File: src/rtl/dmem_arbiter.sv
// Shares one single-port data memory between the CPU EX-stage port and a debug/loader port.
// CPU has priority, bounded by a starvation limit; the debug port can lock the bus for bursts.
module dmem_arbiter #(
  parameter int unsigned AW         = 6,
  parameter int unsigned DW         = 32,
  parameter int unsigned MAX_STREAK = 4
) (
  input  logic          clk,
  input  logic          rst,
  input  logic          cpu_req,
  input  logic          cpu_we,
  input  logic [AW-1:0] cpu_addr,
  input  logic [DW-1:0] cpu_wdata,
  output logic          cpu_gnt,
  output logic          cpu_stall,
  output logic          cpu_rvalid,
  output logic [DW-1:0] cpu_rdata,
  input  logic          dbg_req,
  input  logic          dbg_we,
  input  logic          dbg_lock,
  input  logic [AW-1:0] dbg_addr,
  input  logic [DW-1:0] dbg_wdata,
  output logic          dbg_gnt,
  output logic          dbg_rvalid,
  output logic [DW-1:0] dbg_rdata,
  output logic          mem_MW,
  output logic [AW-1:0] mem_addr,
  output logic [DW-1:0] mem_datain,
  input  logic [DW-1:0] mem_dataout
);

  localparam int unsigned SW = (MAX_STREAK < 1) ? 1 : $clog2(MAX_STREAK + 1);
  localparam logic [SW-1:0] STREAK_MAX = SW'(MAX_STREAK);

  localparam logic [0:0] ST_ARB  = 1'b0;
  localparam logic [0:0] ST_LOCK = 1'b1;

  logic [0:0]    r_state;
  logic [0:0]    w_state_nxt;
  logic [SW-1:0] r_streak;
  logic [SW-1:0] w_streak_nxt;
  logic          w_cpu_gnt;
  logic          w_dbg_gnt;
  logic          w_cpu_rd;
  logic          w_dbg_rd;

  logic          r_cpu_rvalid;
  logic [DW-1:0] r_cpu_rdata;
  logic          r_dbg_rvalid;
  logic [DW-1:0] r_dbg_rdata;

  // State and starvation counter
  always_ff @(posedge clk) begin
    if (!rst) begin
      r_state  <= ST_ARB;
      r_streak <= '0;
    end else begin
      r_state  <= w_state_nxt;
      r_streak <= w_streak_nxt;
    end
  end

  // Grant decision, next state and streak update; no grants while reset is held
  always_comb begin
    w_cpu_gnt    = 1'b0;
    w_dbg_gnt    = 1'b0;
    w_state_nxt  = r_state;
    w_streak_nxt = r_streak;

    if (rst) begin
      case (r_state)
        ST_ARB: begin
          if (cpu_req && dbg_req) begin
            if (r_streak == STREAK_MAX) w_dbg_gnt = 1'b1;
            else                        w_cpu_gnt = 1'b1;
          end else if (cpu_req) begin
            w_cpu_gnt = 1'b1;
          end else if (dbg_req) begin
            w_dbg_gnt = 1'b1;
          end
        end
        ST_LOCK: w_dbg_gnt = dbg_req;
        default: ;
      endcase
    end

    case (r_state)
      ST_ARB:  if (w_dbg_gnt && dbg_lock) w_state_nxt = ST_LOCK;
      ST_LOCK: if (!dbg_lock)             w_state_nxt = ST_ARB;
      default: w_state_nxt = ST_ARB;
    endcase

    if (w_dbg_gnt || !dbg_req) begin
      w_streak_nxt = '0;
    end else if (w_cpu_gnt && (r_streak != STREAK_MAX)) begin
      w_streak_nxt = r_streak + SW'(1);
    end
  end

  assign w_cpu_rd = w_cpu_gnt & ~cpu_we;
  assign w_dbg_rd = w_dbg_gnt & ~dbg_we;

  // Read data capture; rdata holds between reads of the same port
  always_ff @(posedge clk) begin
    if (!rst) begin
      r_cpu_rvalid <= 1'b0;
      r_cpu_rdata  <= '0;
      r_dbg_rvalid <= 1'b0;
      r_dbg_rdata  <= '0;
    end else begin
      r_cpu_rvalid <= w_cpu_rd;
      r_dbg_rvalid <= w_dbg_rd;
      if (w_cpu_rd) r_cpu_rdata <= mem_dataout;
      if (w_dbg_rd) r_dbg_rdata <= mem_dataout;
    end
  end

  assign cpu_gnt    = w_cpu_gnt;
  assign dbg_gnt    = w_dbg_gnt;
  assign cpu_stall  = cpu_req & ~w_cpu_gnt;
  assign cpu_rvalid = r_cpu_rvalid;
  assign cpu_rdata  = r_cpu_rdata;
  assign dbg_rvalid = r_dbg_rvalid;
  assign dbg_rdata  = r_dbg_rdata;

  // Owner drives the memory; an idle bus is parked at zero
  assign mem_MW     = (w_cpu_gnt & cpu_we) | (w_dbg_gnt & dbg_we);
  assign mem_addr   = w_cpu_gnt ? cpu_addr  : (w_dbg_gnt ? dbg_addr  : '0);
  assign mem_datain = w_cpu_gnt ? cpu_wdata : (w_dbg_gnt ? dbg_wdata : '0);

endmodule

File: config.mk
export PLATFORM = sky130hd
export DESIGN_NAME = dmem_arbiter
export DESIGN_NICKNAME = d
export VERILOG_FILES = /design/src/rtl/dmem_arbiter.sv
export SDC_FILE = /design/constraint.sdc
export NUM_CORES = 1
export LEC_CHECK = 0
export BUFFER_PORTS_ARGS = -buffer_cell sky130_fd_sc_hd__buf_2
export CAP_MARGIN = 25
export CORE_MARGIN = 2
export CORE_UTILIZATION = 44
export DETAILED_ROUTE_END_ITERATION = 10
export GPL_TIMING_DRIVEN = 0
export HOLD_SLACK_MARGIN = 0.15
export PLACE_DENSITY_LB_ADDON = 0.2
export SLEW_MARGIN = 20
export SYNTH_ARGS = -nofsm -noshare
export SYNTH_HDL_FRONTEND = slang
export SYNTH_SLANG_ARGS = --single-unit
File: constraint.sdc
create_clock -name clk -period 2.45 [get_ports clk]
set_input_delay 0.49 -clock clk [delete_from_list [all_inputs] [get_ports clk]]
set_output_delay 0.49 -clock clk [all_outputs]
set_load 0.01 [all_outputs]
==> results.rst <==
.. list-table::
   :header-rows: 1

   * - Metric
     - Value
   * - Worst Path Max Fanout
     - 10
   * - TritonCTS clock tree
     - done
   * - VDD IR-drop max
     - 0.537 mV
   * - Number of clock sinks
     - 70
   * - Drt first pass iters
     - 4
   * - Post-route ant nets
     - 0
   * - Number of nets in the finished design
     - 668
   * - Sum of buffers and inverters on the critical path
     - 3
   * - Initial antenna violation count
     - 0
   * - Pin slew with the least headroom to its limit
     - 0.530 ns
   * - Via total after detailed routing
     - 3144
   * - Clk pin slew, worst setup/hold paths
     - 0.07 ns
   * - Yosys warnings
     - 0
   * - Largest delay share family, worst path
     - buffers and inverters
   * - Final-report max-slew violation count
     - 0
   * - Number of I/O pins
     - 223
   * - Data arrival time of the critical path
     - 1.86 ns
   * - Unrepaired setup endpoints after global routing
     - no
   * - Worst min-delay path class
     - in2reg
   * - Post-DR wirelength/cell
     - 15.5 um
   * - Cell variety after synth
     - 23
   * - Total power density per cell area
     - 557 mW/mm^2
   * - Starting density of the core
     - 45.4%
   * - Avg Inst Size Synth
     - 9.66 sq um
   * - Total half-perimeter wirelength after legalization and detailed placement
     - 7910 um
   * - Reported max-cap violation count
     - 0
   * - List of cells traversed by the critical path
     - inv_1 -> ha_1 -> nand3_1 -> and3_2 -> buf_4 -> a22o_1 -> buf_2
   * - Critical path class
     - reg2out
   * - Status
     - finished clean
   * - Gp weighted congestion
     - 0.881
   * - Sequential share of the synthesized area
     - 45.5%
   * - Number of hold-slack violations in the final timing report
     - 0
   * - Count of hold-fix buffers inserted at cts
     - 0
   * - Number of cells produced by synthesis
     - 319
   * - Layout overhead on the synthesized area
     - 46.8%
   * - Final Cycle Share
     - 95.7%
   * - Wire length of the first global-routing pass
     - 14700 um
   * - Standard cell area after detailed placement
     - 0.00431 sq mm
   * - Area of all placed cells without fillers
     - 0.00453 sq mm
   * - Mapped cell area
     - 0.00308 sq mm
   * - Fin util
     - 66.6%
   * - Cell at the root of the clock tree
     - clkbuf_8
   * - Floorplan die area
     - 0.00769 sq mm
   * - Nets in the synthesized netlist
     - 436
   * - CP Capture Type
     - primary output
   * - Clk buf depth
     - 2
   * - Leak pwr
     - 2.73 nW
   * - Clock latency on the worst-skew pair
     - 0.33 ns
   * - Core Rows
     - 30
   * - Core region area
     - 0.00679 sq mm
   * - Worst relative slew slack
     - 64.7%
   * - Max Fclk
     - 0.426 GHz
   * - Routed WL
     - 10100 um
   * - Combined global-route utilization of all metal layers
     - 25.1%
   * - Maximum number of pins on one net before global-route repair
     - 13
   * - CTS Buf Count
     - 9
   * - Worst path max stage delay
     - 0.35 ns
   * - Post-CTS Setup Repair Bufs
     - 0
   * - Element type at the critical path start
     - register
   * - Diode insertion count for antenna repair
     - 0
   * - Flip-flop and latch count after synthesis
     - 70
   * - Detail-routed via count per cell
     - 4.83
   * - Port Buf Inserts
     - 222
   * - Worst clock skew
     - 0.00696 ns
   * - Die X
     - 87.7 um
   * - DRC
     - 0
   * - Fraction of final layout cells sized beyond drive strength 1
     - 46.7%
   * - Total negative slack
     - 0 ns
   * - Via count of the first global-routing pass
     - 3007
   * - Total setup violations reported at the end of the flow
     - 0
   * - Number of inserted filler cells in the final layout
     - 602
   * - Die Y
     - 87.7 um
   * - Total number of H-tree levels
     - 3
   * - Total overflow reported by the global router
     - 0
   * - Post-layout minimum cycle time
     - 2.35 ns
   * - Number of violations reported at the end of detailed-routing iteration 0
     - 160
   * - Data required time of the critical path
     - 1.96 ns
   * - Area of the multi-input gates
     - 0.00149 sq mm
   * - Critical path's slowest cell
     - dfxtp_1
   * - Register cell area after layout
     - 0.00140 sq mm
==> final cells by class <==
type | count | area share [%]
repair buffers | 222 | 24.5
clock buffers | 10 | 3.04
flip-flops and latches | 70 | 31.0
well taps | 96 | 2.65
clock inverters | 5 | 1.30
inverters | 5 | 0.415
plain buffers | 26 | 4.23
multi-input cells | 217 | 32.9
==> cells by family after synthesis <==
| kind of cell | synth area share (%) |
|---|---|
| muxes | 20.8 |
| buffers and inverters | 6.70 |
| DFF | 45.5 |
| adders and majority gates | 0.812 |
| AOI/OAI and AO/OA | 11.9 |
| xor gates and xnor gates | 0.284 |
| and+or+nand+nor | 14.1 |
==> metrics by stage <==
| stage | hold WS (ns) | instances | power, mW | setup slack (ns) |
|---|---|---|---|---|
| after detailed placement | 0.441 | 637 | 1.62 | 0.172 |
| after CTS | 0.388 | 651 | 2.54 | 0.0508 |
| final | 0.403 | 651 | 2.52 | 0.104 |
| after floorplan | 0.417 | 319 | 1.42 | 0.588 |
| after global routing | 0.404 | 651 | 2.63 | 0.00970 |
| after global placement | 0.430 | 637 | 1.62 | 0.172 |
==> flip-flops by register name, indices dropped and copies added, names as in the netlist <==
register / count
cpu_rdata: 32
dbg_rdata: 32
r_streak: 3
cpu_rvalid: 1
dbg_rvalid: 1
r_state: 1
==> cells in the final DEF, fill, tap and decap left out, types with 2 or more instances in the layout <==
cell,synthesis,final
dfxtp_1,70,70
buf_4,0,2
mux2i_1,64,64
buf_2,10,229
inv_1,5,5
nor2_1,3,3
ha_1,2,2
nand2_1,98,98
clkinvlp_4,0,2
buf_6,4,4
clkbuf_1,10,9
buf_12,2,2
a22o_1,39,39
clkbuf_8,0,10
==> what timing repair did <==
| item | CTS | global route |
|---|---|---|
| gates resized for setup | 3 | 3 |
| setup endpoints to repair | 25 | 14 |
| pin swaps | 0 | 0 |
==> power breakdown <==
group / total, mW / internal, mW / switching (mW) / leakage [nW]
Clock: 0.917 / 0.494 / 0.422 / 0.0948
Combinational: 0.417 / 0.200 / 0.216 / 2.06
Sequential: 1.19 / 1.17 / 0.0162 / 0.568
Total: 2.52 / 1.86 / 0.655 / 2.73
==> worst paths after layout <==
| check | startpoint | to | slack, ns | depth (start not counted) |
|---|---|---|---|---|
| worst max-delay path | r_streak[0]$_SDFFE_PP0P_ | mem_datain[3] | 0.10 | 7 |
| worst min-delay path | dbg_lock | r_state$_SDFF_PN0_ | 0.40 | 2 |
| worst max register to register | r_streak[0]$_SDFFE_PP0P_ | dbg_rdata[24]$_SDFFE_PN0P_ | 0.89 | 7 |
| worst min register to register | r_streak[0]$_SDFFE_PP0P_ | r_streak[0]$_SDFFE_PP0P_ | 0.45 | 1 |
==> routing by layer <==
metal	GRT usage, %	wire [um]
met1	30.3	4170
met3	7.92	910
met2	43.3	4960
met4	6.57	67
met5	0	0
==> cells in the mapped netlist <==
| library cell | instances | share of area, % |
|---|---|---|
| o211a_1 | 1 | 0.32 |
| nor2b_1 | 1 | 0.20 |
| buf_2 | 10 | 1.6 |
| inv_1 | 5 | 0.61 |
| buf_6 | 4 | 1.5 |
| dfxtp_1 | 70 | 45 |
| buf_12 | 2 | 1.3 |
| nor2_1 | 3 | 0.37 |
| and3_1 | 1 | 0.20 |
| a21oi_1 | 1 | 0.16 |
| mux2i_1 | 64 | 21 |
| ha_1 | 2 | 0.81 |
| nand3_1 | 1 | 0.16 |
| nand2_2 | 1 | 0.20 |
| and4bb_2 | 1 | 0.41 |
| a211o_1 | 1 | 0.28 |
| nand4_1 | 1 | 0.20 |
| buf_8 | 1 | 0.49 |
| xnor2_1 | 1 | 0.28 |
| a22o_1 | 39 | 11 |
| clkbuf_1 | 10 | 1.2 |
| nor2b_4 | 1 | 0.45 |
| nand2_1 | 98 | 12 |
Note: power is estimated with default switching activity, not from simulation.
